**src/rtl/calc_pkg.sv**
```systemverilog
// calc_pkg: shared definitions for the PS/2 keypad calculator.
//   - scan-code constants for the keys the calculator understands
//   - control FSM state encoding
//   - decode_digit(): maps a scan code to {vld, BCD value}
package calc_pkg;

  localparam logic [7:0] SC_0     = 8'h70;
  localparam logic [7:0] SC_1     = 8'h69;
  localparam logic [7:0] SC_2     = 8'h72;
  localparam logic [7:0] SC_3     = 8'h7A;
  localparam logic [7:0] SC_4     = 8'h6B;
  localparam logic [7:0] SC_5     = 8'h73;
  localparam logic [7:0] SC_6     = 8'h74;
  localparam logic [7:0] SC_7     = 8'h6C;
  localparam logic [7:0] SC_8     = 8'h75;
  localparam logic [7:0] SC_9     = 8'h7D;
  localparam logic [7:0] SC_PLUS  = 8'h79;
  localparam logic [7:0] SC_MINUS = 8'h7B;
  localparam logic [7:0] SC_EQ    = 8'h55;
  localparam logic [7:0] SC_ESC   = 8'h76;
  localparam logic [7:0] SC_BRK   = 8'hF0;
  localparam logic [7:0] SC_EXT   = 8'hE0;

  typedef enum logic [1:0] {S_A, S_B, S_CONV, S_SHOW} state_t;

  typedef struct packed {
    logic       vld;
    logic [3:0] val;
  } digit_t;

  function automatic digit_t decode_digit(input logic [7:0] code);
    digit_t d;
    d.vld = 1'b1;
    d.val = 4'd0;
    case (code)
      SC_0:    d.val = 4'd0;
      SC_1:    d.val = 4'd1;
      SC_2:    d.val = 4'd2;
      SC_3:    d.val = 4'd3;
      SC_4:    d.val = 4'd4;
      SC_5:    d.val = 4'd5;
      SC_6:    d.val = 4'd6;
      SC_7:    d.val = 4'd7;
      SC_8:    d.val = 4'd8;
      SC_9:    d.val = 4'd9;
      default: d.vld = 1'b0;
    endcase
    return d;
  endfunction

endpackage

```
**src/rtl/calc_bin2bcd.sv**
```systemverilog
// calc_bin2bcd: sequential double-dabble binary-to-BCD converter.
// Ports:
//   clk, rst        clock, synchronous active-high reset (also used as abort)
//   start           one-cycle strobe: load bin
//   bin             binary magnitude to convert
//   done            one-cycle pulse, CONV_ITER+1 cycles after the start cycle
//   hund/tens/ones  BCD result, valid while done is high and until next start
module calc_bin2bcd
  import calc_pkg::*;
#(
  parameter int CONV_ITER = 8
) (
  input  logic                 clk,
  input  logic                 rst,
  input  logic                 start,
  input  logic [CONV_ITER-1:0] bin,
  output logic                 done,
  output logic [3:0]           hund,
  output logic [3:0]           tens,
  output logic [3:0]           ones
);

  localparam int               SH_W  = CONV_ITER + 12;
  localparam int               CNT_W = $clog2(CONV_ITER);
  localparam logic [CNT_W-1:0] LAST  = CNT_W'(CONV_ITER - 1);

  logic [SH_W-1:0]  r_sh;
  logic [CNT_W-1:0] r_cnt;
  logic             r_run;
  logic             r_done;

  // One double-dabble step: bias every BCD digit >= 5 by 3, then shift left.
  function automatic logic [SH_W-1:0] dabble_step(input logic [SH_W-1:0] sh);
    logic [SH_W-1:0] t;
    t = sh;
    for (int i = 0; i < 3; i++) begin
      if (t[CONV_ITER + 4*i +: 4] >= 4'd5)
        t[CONV_ITER + 4*i +: 4] = t[CONV_ITER + 4*i +: 4] + 4'd3;
    end
    return {t[SH_W-2:0], 1'b0};
  endfunction

  always_ff @(posedge clk) begin
    if (rst) begin
      r_run  <= 1'b0;
      r_done <= 1'b0;
      r_cnt  <= '0;
    end else begin
      r_done <= 1'b0;
      if (start) begin
        r_run <= 1'b1;
        r_cnt <= '0;
      end else if (r_run) begin
        r_cnt <= r_cnt + 1'b1;
        if (r_cnt == LAST) begin
          r_run  <= 1'b0;
          r_done <= 1'b1;
        end
      end
    end
  end

  always_ff @(posedge clk) begin
    if (start)
      r_sh <= {12'd0, bin};
    else if (r_run)
      r_sh <= dabble_step(r_sh);
  end

  assign done = r_done;
  assign hund = r_sh[SH_W-1 -: 4];
  assign tens = r_sh[CONV_ITER + 4 +: 4];
  assign ones = r_sh[CONV_ITER +: 4];

endmodule

```
**src/rtl/calc_key_sequencer.sv**
```systemverilog
// calc_key_sequencer: control FSM of the PS/2 keypad calculator.
// Filters make/break/extended scan codes and typematic repeats, sequences
// operand A, operator, operand B and '=', then converts the result to BCD.
// Ports:
//   clk, reset               clock, synchronous active-high reset
//   code_valid, code_byte    validated scan-code byte strobe
//   a_tens/a_ones            operand A BCD digits
//   b_tens/b_ones            operand B BCD digits
//   op_minus                 0 = add, 1 = subtract
//   r_hund/r_tens/r_ones     result magnitude BCD; r_neg sign; r_valid valid
//   busy                     conversion in progress
//   key_err                  one-cycle pulse on an illegal accepted key
module calc_key_sequencer
  import calc_pkg::*;
#(
  parameter int MAX_DIGITS = 2,
  parameter int CONV_ITER  = 8
) (
  input  logic       clk,
  input  logic       reset,
  input  logic       code_valid,
  input  logic [7:0] code_byte,
  output logic [3:0] a_tens,
  output logic [3:0] a_ones,
  output logic [3:0] b_tens,
  output logic [3:0] b_ones,
  output logic       op_minus,
  output logic [3:0] r_hund,
  output logic [3:0] r_tens,
  output logic [3:0] r_ones,
  output logic       r_neg,
  output logic       r_valid,
  output logic       busy,
  output logic       key_err
);

  localparam int               CNT_W = $clog2(MAX_DIGITS + 1);
  localparam logic [CNT_W-1:0] MAXD  = CNT_W'(MAX_DIGITS);

  state_t           r_state;
  logic             r_ext, r_brk, r_held;
  logic [7:0]       r_held_code;
  logic [3:0]       r_a_tens, r_a_ones, r_b_tens, r_b_ones;
  logic [CNT_W-1:0] r_a_cnt, r_b_cnt;
  logic             r_op_minus;
  logic [3:0]       r_res_hund, r_res_tens, r_res_ones;
  logic             r_res_neg, r_res_valid, r_busy, r_key_err;
  logic             r_conv_start;

  digit_t     w_dig;
  logic       w_press, w_op, w_minus, w_eq, w_esc, w_clear, w_sub_rst;
  logic [6:0] w_a_bin, w_b_bin;
  logic       w_a_lt_b;
  logic [7:0] w_mag;
  logic       w_done;
  logic [3:0] w_bcd_hund, w_bcd_tens, w_bcd_ones;

  // A press is a key code arriving with no pending break/extended prefix and
  // no key currently held; anything else is a release, prefix or repeat.
  assign w_press = code_valid && (code_byte != SC_EXT) && (code_byte != SC_BRK) &&
                   !r_brk && !r_ext && !r_held;
  assign w_dig   = decode_digit(code_byte);
  assign w_minus = (code_byte == SC_MINUS);
  assign w_op    = (code_byte == SC_PLUS) || w_minus;
  assign w_eq    = (code_byte == SC_EQ);
  assign w_esc   = (code_byte == SC_ESC);
  // ESC anywhere, or a digit while a result is shown, restarts entry.
  assign w_clear   = w_press && (w_esc || ((r_state == S_SHOW) && w_dig.vld));
  assign w_sub_rst = reset || (w_press && w_esc);

  assign w_a_bin  = {3'd0, r_a_tens} * 7'd10 + {3'd0, r_a_ones};
  assign w_b_bin  = {3'd0, r_b_tens} * 7'd10 + {3'd0, r_b_ones};
  assign w_a_lt_b = (w_a_bin < w_b_bin);
  assign w_mag    = !r_op_minus ? ({1'b0, w_a_bin} + {1'b0, w_b_bin}) :
                    w_a_lt_b    ? {1'b0, w_b_bin - w_a_bin} :
                                  {1'b0, w_a_bin - w_b_bin};

  calc_bin2bcd #(.CONV_ITER(CONV_ITER)) u_bin2bcd (
    .clk   (clk),
    .rst   (w_sub_rst),
    .start (r_conv_start),
    .bin   (w_mag),
    .done  (w_done),
    .hund  (w_bcd_hund),
    .tens  (w_bcd_tens),
    .ones  (w_bcd_ones)
  );

  always_ff @(posedge clk) begin
    if (reset) begin
      r_state      <= S_A;
      r_ext        <= 1'b0;
      r_brk        <= 1'b0;
      r_held       <= 1'b0;
      r_held_code  <= 8'd0;
      r_a_tens     <= 4'd0;
      r_a_ones     <= 4'd0;
      r_b_tens     <= 4'd0;
      r_b_ones     <= 4'd0;
      r_a_cnt      <= '0;
      r_b_cnt      <= '0;
      r_op_minus   <= 1'b0;
      r_res_hund   <= 4'd0;
      r_res_tens   <= 4'd0;
      r_res_ones   <= 4'd0;
      r_res_neg    <= 1'b0;
      r_res_valid  <= 1'b0;
      r_busy       <= 1'b0;
      r_key_err    <= 1'b0;
      r_conv_start <= 1'b0;
    end else begin
      r_key_err    <= 1'b0;
      r_conv_start <= 1'b0;

      if (code_valid) begin
        if (code_byte == SC_EXT) begin
          r_ext <= 1'b1;
        end else if (code_byte == SC_BRK) begin
          r_brk <= 1'b1;
        end else if (r_brk) begin
          if (code_byte == r_held_code)
            r_held <= 1'b0;
          r_brk <= 1'b0;
          r_ext <= 1'b0;
        end else if (r_ext) begin
          r_ext <= 1'b0;
        end else if (!r_held) begin
          r_held      <= 1'b1;
          r_held_code <= code_byte;
        end
      end

      if (w_clear) begin
        r_state     <= S_A;
        r_a_tens    <= 4'd0;
        r_a_ones    <= w_dig.val;
        r_a_cnt     <= CNT_W'(w_dig.vld);
        r_b_tens    <= 4'd0;
        r_b_ones    <= 4'd0;
        r_b_cnt     <= '0;
        r_op_minus  <= 1'b0;
        r_res_hund  <= 4'd0;
        r_res_tens  <= 4'd0;
        r_res_ones  <= 4'd0;
        r_res_neg   <= 1'b0;
        r_res_valid <= 1'b0;
        r_busy      <= 1'b0;
      end else begin
        case (r_state)
          S_A: if (w_press) begin
            if (w_dig.vld) begin
              if (r_a_cnt < MAXD) begin
                r_a_tens <= r_a_ones;
                r_a_ones <= w_dig.val;
                r_a_cnt  <= r_a_cnt + 1'b1;
              end else begin
                r_key_err <= 1'b1;
              end
            end else if (w_op) begin
              if (r_a_cnt != '0) begin
                r_op_minus <= w_minus;
                r_state    <= S_B;
              end else begin
                r_key_err <= 1'b1;
              end
            end else if (w_eq) begin
              r_key_err <= 1'b1;
            end
          end
          S_B: if (w_press) begin
            if (w_dig.vld) begin
              if (r_b_cnt < MAXD) begin
                r_b_tens <= r_b_ones;
                r_b_ones <= w_dig.val;
                r_b_cnt  <= r_b_cnt + 1'b1;
              end else begin
                r_key_err <= 1'b1;
              end
            end else if (w_op) begin
              if (r_b_cnt == '0)
                r_op_minus <= w_minus;
              else
                r_key_err <= 1'b1;
            end else if (w_eq) begin
              r_state      <= S_CONV;
              r_busy       <= 1'b1;
              r_conv_start <= 1'b1;
            end
          end
          S_CONV: begin
            // Sign is taken in the entry cycle, alongside loading the converter.
            if (r_conv_start)
              r_res_neg <= r_op_minus && w_a_lt_b;
            if (w_press && (w_dig.vld || w_op || w_eq))
              r_key_err <= 1'b1;
            if (w_done) begin
              r_res_hund  <= w_bcd_hund;
              r_res_tens  <= w_bcd_tens;
              r_res_ones  <= w_bcd_ones;
              r_res_valid <= 1'b1;
              r_busy      <= 1'b0;
              r_state     <= S_SHOW;
            end
          end
          S_SHOW: if (w_press && w_op) begin
            r_key_err <= 1'b1;
          end
          default: r_state <= S_A;
        endcase
      end
    end
  end

  assign a_tens   = r_a_tens;
  assign a_ones   = r_a_ones;
  assign b_tens   = r_b_tens;
  assign b_ones   = r_b_ones;
  assign op_minus = r_op_minus;
  assign r_hund   = r_res_hund;
  assign r_tens   = r_res_tens;
  assign r_ones   = r_res_ones;
  assign r_neg    = r_res_neg;
  assign r_valid  = r_res_valid;
  assign busy     = r_busy;
  assign key_err  = r_key_err;

endmodule

```
**config.mk**
```make
export PLATFORM = sky130hd
export DESIGN_NAME = calc_key_sequencer
export DESIGN_NICKNAME = d
export VERILOG_FILES = /design/src/rtl/calc_pkg.sv /design/src/rtl/calc_bin2bcd.sv /design/src/rtl/calc_key_sequencer.sv
export SDC_FILE = /design/constraint.sdc
export NUM_CORES = 1
export LEC_CHECK = 0
export CORE_MARGIN = 5
export CORE_UTILIZATION = 45
export DETAILED_ROUTE_END_ITERATION = 10
export PLACE_DENSITY = 0.74
export RECOVER_POWER = 50
export SLEW_MARGIN = 5
export SYNTH_ARGS = -nofsm -noshare
export SYNTH_HDL_FRONTEND = slang
export SYNTH_HIERARCHICAL = 1
export SYNTH_SLANG_ARGS = --single-unit
export TNS_END_PERCENT = 30
```
**constraint.sdc**
```tcl
create_clock -name clk -period 3.3 [get_ports clk]
set_input_delay 0.66 -clock clk [delete_from_list [all_inputs] [get_ports clk]]
set_output_delay 0.66 -clock clk [all_outputs]
set_load 0.005 [all_outputs]
```
==> results of run 1 <==
[layout make-up]
| cell class | count | area (µm²) |
|---|---|---|
| clock buffers | 9 | 225 |
| clock inverters | 7 | 56.3 |
| fillers | 1004 | 4850 |
| inverters | 43 | 161 |
| multi-input cells | 434 | 3350 |
| flip-flops and latches | 76 | 1620 |
| well taps | 143 | 179 |
| repair buffers | 97 | 836 |
[logic make-up (layout without fill, tap and decap cells)]
logic type / Yosys count / count (layout)
DFF: 76 / 76
xor gates and xnor gates: 28 / 28
and+or+nand+nor: 187 / 187
adders and majority gates: 54 / 54
buffers and inverters: 83 / 156
muxes: 36 / 36
AOI/OAI and AO/OA: 129 / 129
[sequential cells by signal (all words and copies together), names as in the netlist, 2 cells and up]
register / flops
r_ones: 4
r_b_cnt: 2
r_tens: 4
b_tens: 4
a_ones: 4
u_bin2bcd/r_sh: 20
u_bin2bcd/r_cnt: 3
a_tens: 4
r_hund: 4
b_ones: 4
r_held_code: 8
r_state: 2
r_a_cnt: 2
[worst reg2reg max path: stages (launching register included)]
cell     delay, ns
dfxtp_2       0.35
ha_1          0.23
fa_2          0.38
xor2_2        0.18
ha_1          0.35
nor2_1        0.06
a221o_1       0.37
o21a_1        0.20
or4_1         0.47
a31oi_1       0.21
xnor2_1       0.08
mux2_2        0.25
[cells in the mapped netlist, drive strengths merged, types with 4 or more instances]
| library cell | instances | area [µm²] |
|---|---|---|
| nor3 | 16 | 80.1 |
| buf | 28 | 169 |
| edfxtp | 8 | 240 |
| nand3b | 4 | 30.0 |
| nor2 | 54 | 203 |
| ha | 47 | 588 |
| nand2b | 11 | 68.8 |
| nand3 | 9 | 45.0 |
| o22ai | 4 | 25.0 |
| a31oi | 9 | 56.3 |
| a21oi | 40 | 204 |
| a21o | 10 | 75.1 |
| o21ba | 4 | 40.0 |
| clkbuf | 12 | 46.3 |
| nand2 | 52 | 195 |
| nand4b | 5 | 43.8 |
| or3b | 4 | 37.5 |
| mux2 | 9 | 101 |
| nor2b | 5 | 31.3 |
| fa | 7 | 140 |
| xor2 | 11 | 96.3 |
| mux2i | 27 | 270 |
| xnor2 | 17 | 149 |
| inv | 43 | 161 |
| or2 | 5 | 31.3 |
| dfxtp | 68 | 1360 |
| nor4 | 5 | 31.3 |
| o21ai | 28 | 148 |
| or3 | 5 | 36.3 |
[per-stage QoR]
step                std cells  setup TNS (ns)
floorplan                 593         -0.0341
global placement          790         -0.0575
global route              809          -0.910
detailed placement        790          -0.329
finish                    809          -0.161
CTS                       808         -0.0702
[power groups by stage]
| stage | combinational [mW] | clock [mW] | sequential [mW] |
|---|---|---|---|
| floorplan | 0.160 | 0 | 0.991 |
| global placement | 0.186 | 0 | 0.996 |
| detailed placement | 0.195 | 0 | 0.999 |
| CTS | 0.196 | 0.971 | 0.978 |
| global route | 0.220 | 1.02 | 0.981 |
| finish | 0.196 | 0.951 | 0.979 |
[per-layer routing]
layer  track usage  vias up
li1              -     2197
met1         0.229     2057
met2         0.317      101
met3        0.0404       16
met4        0.0489        0
met5             0        -
[worst max path at each step]
| stage | end | startpoint | cells past startpoint | slack [ns] |
|---|---|---|---|---|
| 2_1_floorplan | u_bin2bcd/r_sh[4] | a_tens[2] | 13 | -0.03 |
| 3_3_place_gp | u_bin2bcd/r_sh[4] | a_tens[1] | 13 | -0.04 |
| 3_5_place_dp | u_bin2bcd/r_sh[3] | b_tens[1] | 13 | -0.12 |
| 4_1_cts | u_bin2bcd/r_sh[4] | b_tens[1] | 13 | -0.04 |
| 5_1_grt | u_bin2bcd/r_sh[2] | b_tens[1] | 14 | -0.22 |
| 6_report | u_bin2bcd/r_sh[4] | b_tens[0] | 11 | -0.08 |
[cells in the final DEF, fill, tap and decap left out, drive strengths merged, types with 3 or more instances in the layout]
master	n
mux2i	27
edfxtp	8
xor2	11
nand4	3
fa	7
or3b	4
dlygate4sd3	22
nand3	9
nand2b	11
dfxtp	68
o2111ai	3
clkdlybuf4s50	21
o311ai	3
inv	48
a21oi	40
buf	53
a21o	10
o22ai	4
nand2	52
nand4b	5
nor3	16
a31oi	9
xnor2	17
or3	5
ha	47
nand3b	4
o21ba	4
or2	5
clkbuf	10
mux2	9
nor4	5
o21ai	28
a211oi	3
nor2	54
nor2b	5
[timing repair]
item / 4_1_cts / 5_1_grt
setup endpoints to repair: 6 / 6
gates resized for setup: 11 / 7
setup buffers: 2 / 1
hold buffers: 0 / 0
pin swaps: 9 / 4
==> impl_metrics.tcl, run 1 <==
set metrics [dict create \
    fp.dieW_um 117 \
    clkPwrFrac 0.448 \
    rows 39 \
    peakVddDrop_mv 0.285 \
    tightestPinTransition_ns 0.849 \
    synthToLayoutAreaGrowth_pct 25.7 \
    place_ws_ns -0.117 \
    die_height_um 117 \
    critical_path.top_delay_family "adder cells" \
    crit_path_frequent_cell "ha_1" \
    path_cells "ha_1 > fa_2 > xor2_2 > ha_1 > nor2_1 > a221o_1 > o21a_1 > or4_1 > a31oi_1 > xnor2_1 > mux2_2" \
    status "finished, violations left" \
    final_layout_size_suffix_gt1_frac 0.194 \
    slowest_stage "or4_1" \
    yosys.area_share.xor_xnor 0.0480 \
    fin_area_um2 6420 \
    grt_pass1_wl_um 20100 \
    cp-end-kind "flop" \
    synthDistinctLibCells 69 \
    p_leak_nw 2.63 \
    synth_cells 593 \
    synthArstFlopShare 0 \
    p_per_area_nw_per_um2 331 \
    die-area_um2 13600 \
    p_comb_frac 0.092 \
    diodes 0 \
    placed_cell_area_um2 6030 \
    layout.nets 726 \
    pin_count 44 \
    regToRegEndpoint "u_bin2bcd/r_sh[4]" \
    fin_skew_ns 0.00756 \
    ant_nets 0 \
    grt_max_degree 27 \
    synth_edf_count 8 \
    final_util 0.570 \
    setup-violations-final 4 \
    switchingPower_mw 0.563 \
    critPathLaunchType "flop" \
    place.gp.congestion 0.941 \
    wire_per_inst_um 14.9 \
    worstHoldPathType "reg -> reg" \
    cts_tree "built" \
    synthAdderAreaFrac 0.143 \
    reg2reg_slack_ns -0.08 \
    synthFlopType "dfxtp_1" \
    yosysWarnings 6 \
    fmax_ghz 0.296 \
    cts_root_buffer "clkbuf_16" \
    drc 0 \
    initial_core_util 0.453 \
    grt_overflow 0 \
    clk_path_buf_depth 2 \
    min_path_cells 2 \
    p_seq_frac 0.460 \
    vias 4371 \
    reg2reg_depth 11 \
    p_total_mw 2.13 \
    drv_cap 0 \
    routed_wirelength_um 12100 \
    cp.required_ns 3.39 \
    path_max_fanout 4 \
    synth-compound-area-share 0.168 \
    cts_sinks 76 \
    synth_top_family_by_area "simple AND/OR/NAND/NOR gates" \
    min_period_ns 3.38 \
    io_buffer_count 43 \
    seq_area_frac_synth 0.314 \
    grt_use_total 0.182 \
    firstDrtPassIters 5 \
    switching_share 0.265 \
    rsz0062_at_grt "yes" \
    crit_type "reg -> reg" \
    hpwl_um 9180 \
    setup_slack_ns -0.0819 \
    synth-simple-area-share 0.181 \
    syn_area_um2 5110 \
    top_layer_used "met4" \
    violations "setup timing" \
    hold_viol 0 \
    hold_ws_ns 0.449 \
    finalMaxSlewViolations 0 \
    dr_wl_met3_um 450 \
    wl_met2_um 5990 \
    synth_nets 658 \
    holdPathEnd "r_tens[3]" \
    wl_met1_um 5480 \
    drt-initial-drc-count 229 \
    avgSynthCellArea_um2 8.61 \
    maxSlewHeadroom 0.433 \
    cp.arrival_ns 3.47 \
    rr_startpoint "b_tens[0]" \
    muxShareOfSynthArea 0.0728 \
    numCtsBuffers 9 \
    htree_levels 3 \
    intPower_mw 1.56 \
    min_period_over_period 1.02 \
    ys_ff_latch 76 \
    clk_pin_slew_ns 0.06 \
    slowest_delay_ns 0.47 \
    grt_pass1_vias 4267 \
    path_buf_inv 0 \
    min-delay-start "r_tens[3]" \
    avgViaCountPerCell 5.40 \
    antenna_found_initial 0 \
    coreArea_um2 11300 \
    clkLatencyLatePin_ns 0.34 \
]
(Power assumes the default switching activity.)
==> run 2, diff against run 1 <==
- GPL_TIMING_DRIVEN: unset -> 1
- REMOVE_ABC_BUFFERS: unset -> 1
==> run 2 against run 1 <==
The run still ends with setup timing left. Die area unchanged. Largest power group unchanged. Maximum frequency fell by 3.2%. Non-clock buffer count grew 22. Combinational power grew 3%. Routed wire length grew 12%.
==> impl_metrics.tcl, run 2 (synthesis gave the netlist of run 1 again) <==
set metrics [dict create \
    grt_overflow 0 \
    reg2reg_slack_ns -0.19 \
    grt_pass1_wl_um 21100 \
    dp_cells 801 \
    slowest_stage "or4_1" \
    p_leak_nw 2.77 \
    drv_cap 0 \
    crit_cells 14 \
    min_period_ns 3.49 \
    status "finished, violations left" \
    rsz0062_at_grt "yes" \
    intPower_mw 1.58 \
    vias 4584 \
    critPathLaunchType "flop" \
    initial_core_util 0.453 \
    startpoint "b_tens[1]" \
    final_common_cell "buf_4" \
    finalMaxSlewViolations 0 \
    cts_root_buffer "clkbuf_16" \
    drc 0 \
    setup_slack_ns -0.193 \
    clk_pin_slew_ns 0.06 \
    cts_sinks 76 \
    drt-initial-drc-count 300 \
    rows 39 \
    slowest_delay_ns 0.41 \
    clkLatencyLatePin_ns 0.35 \
    pin_count 44 \
    cts_tree "built" \
    path_buf_inv 3 \
    top_register "u_bin2bcd/r_sh" \
    min_period_over_period 1.06 \
    hold_viol 0 \
    switching_share 0.259 \
    path_cells "buf_6 > ha_4 > a21o_1 > a21oi_4 > xnor2_2 > buf_4 > inv_1 > ha_2 > a221o_1 > o21a_1 > or4_1 > a31oi_1 > xnor2_1 > mux2_4" \
    cp-end-kind "flop" \
    fin_skew_ns 0.00608 \
    antenna_found_initial 0 \
    synthToLayoutAreaGrowth_pct 31.3 \
    avgViaCountPerCell 5.52 \
    cp-endpoint "u_bin2bcd/r_sh[4]" \
    layout.nets 748 \
    grt_use_total 0.194 \
    worstHoldPathType "reg -> reg" \
    top_regs "u_bin2bcd/r_sh x20, r_held_code x8" \
    grt_pass1_vias 4567 \
    place.gp.congestion 0.897 \
    critical_path.top_delay_family "compound AO/OA/AOI/OAI gates" \
    diodes 0 \
    die-area_um2 13600 \
    crit_type "reg -> reg" \
    clkPwrFrac 0.446 \
    io_buffer_count 43 \
    p_total_mw 2.13 \
    hpwl_um 9100 \
    cp.arrival_ns 3.59 \
    coreArea_um2 11300 \
    fmax_ghz 0.286 \
    final_cells 831 \
    final_cell_mix "69 x buf_4, 63 x dfxtp_1, 51 x nor2_1" \
    fin_setup_tns_ns -0.825 \
    rr_startpoint "b_tens[1]" \
    numCtsBuffers 9 \
    peakVddDrop_mv 0.351 \
    p_seq_frac 0.459 \
    tightestPinTransition_ns 0.742 \
    regToRegEndpoint "u_bin2bcd/r_sh[4]" \
    hold_ws_ns 0.449 \
    p_per_area_nw_per_um2 318 \
    p_comb_frac 0.095 \
    clk_path_buf_depth 2 \
    final_util 0.595 \
    grt_max_degree 32 \
    path_max_fanout 4 \
    final_layout_size_suffix_gt1_frac 0.230 \
    largest_register_ffs 20 \
    switchingPower_mw 0.551 \
    routed_wirelength_um 13500 \
    maxSlewHeadroom 0.505 \
    firstDrtPassIters 7 \
    cp.required_ns 3.40 \
    reg2reg_depth 14 \
    setup-violations-final 6 \
    place_ws_ns -0.254 \
    placed_cell_area_um2 5990 \
    ant_nets 0 \
    htree_levels 3 \
    fp.dieW_um 117 \
    die_height_um 117 \
    wire_per_inst_um 16.3 \
    fin_area_um2 6710 \
    violations "setup timing" \
]
-- run 2: cell types whose count changed in the layout (fill, tap and decap cells not counted), sizes merged --
| cell | before | now |
|---|---|---|
| inv | 48 | 44 |
| dlygate4sd3 | 22 | 18 |
| clkdlybuf4s50 | 21 | 25 |
| buf | 53 | 74 |
| clkbuf | 10 | 12 |
| clkinv | 1 | 4 |
-- run 2: area by class of cell --
type | count | area (µm²)
clock buffer | 10 | 239
multi-input combinational | 434 | 3440
inverter | 43 | 161
timing repair buffer | 119 | 1020
clock inverter | 6 | 47.5
sequential | 76 | 1610
fill | 922 | 4570
tap | 143 | 179
-- run 2: worst min-delay path by stage --
stage	startpoint	end	slack, ns	cells after the start
3_3_place_gp	r_hund[3]	r_hund[3]	0.44	2
3_5_place_dp	r_hund[0]	r_hund[0]	0.45	2
6_report	r_hund[0]	r_hund[0]	0.45	2
2_1_floorplan	r_held	r_held	0.43	2
4_1_cts	r_hund[0]	r_hund[0]	0.46	2
5_1_grt	r_hund[0]	r_hund[0]	0.47	2
-- run 2: worst register-to-register path: stages (launching register included) --
cell and delay [ns]:
dfxtp_4 0.35, buf_6 0.13, ha_4 0.23, a21o_1 0.23, a21oi_4 0.25, xnor2_2 0.18, buf_4 0.16, inv_1 0.05
ha_2 0.18, a221o_1 0.30, o21a_1 0.23, or4_1 0.41, a31oi_1 0.21, xnor2_1 0.09, mux2_4 0.25
-- run 2: metal layers --
layer / global-route usage / wire length, µm
met5: 0 / 0
met3: 0.0487 / 570
met4: 0.0703 / 459
met2: 0.337 / 6730
met1: 0.232 / 5790
-- run 2: power by group through the flow --
stage / combinational [mW] / clock [mW] / sequential [mW]
after floorplan: 0.127 / 0 / 0.993
after detailed placement: 0.197 / 0 / 0.999
after CTS: 0.199 / 0.973 / 0.978
after global routing: 0.222 / 1.02 / 0.981
final: 0.202 / 0.949 / 0.978
after global placement: 0.187 / 0 / 0.997
-- run 2: repair_timing --
item	4_1_cts	5_1_grt
buffers inserted	10	4
gates cloned	0	0
hold buffers	0	0
pin swaps	25	21
gates resized for setup	36	25
setup endpoints to repair	6	6
==> run 3, diff against run 2 <==
- SLEW_MARGIN: 5 -> 15
==> results of run 3 <==
No change in the layout: final DEF, timing and power equal those of run 2.
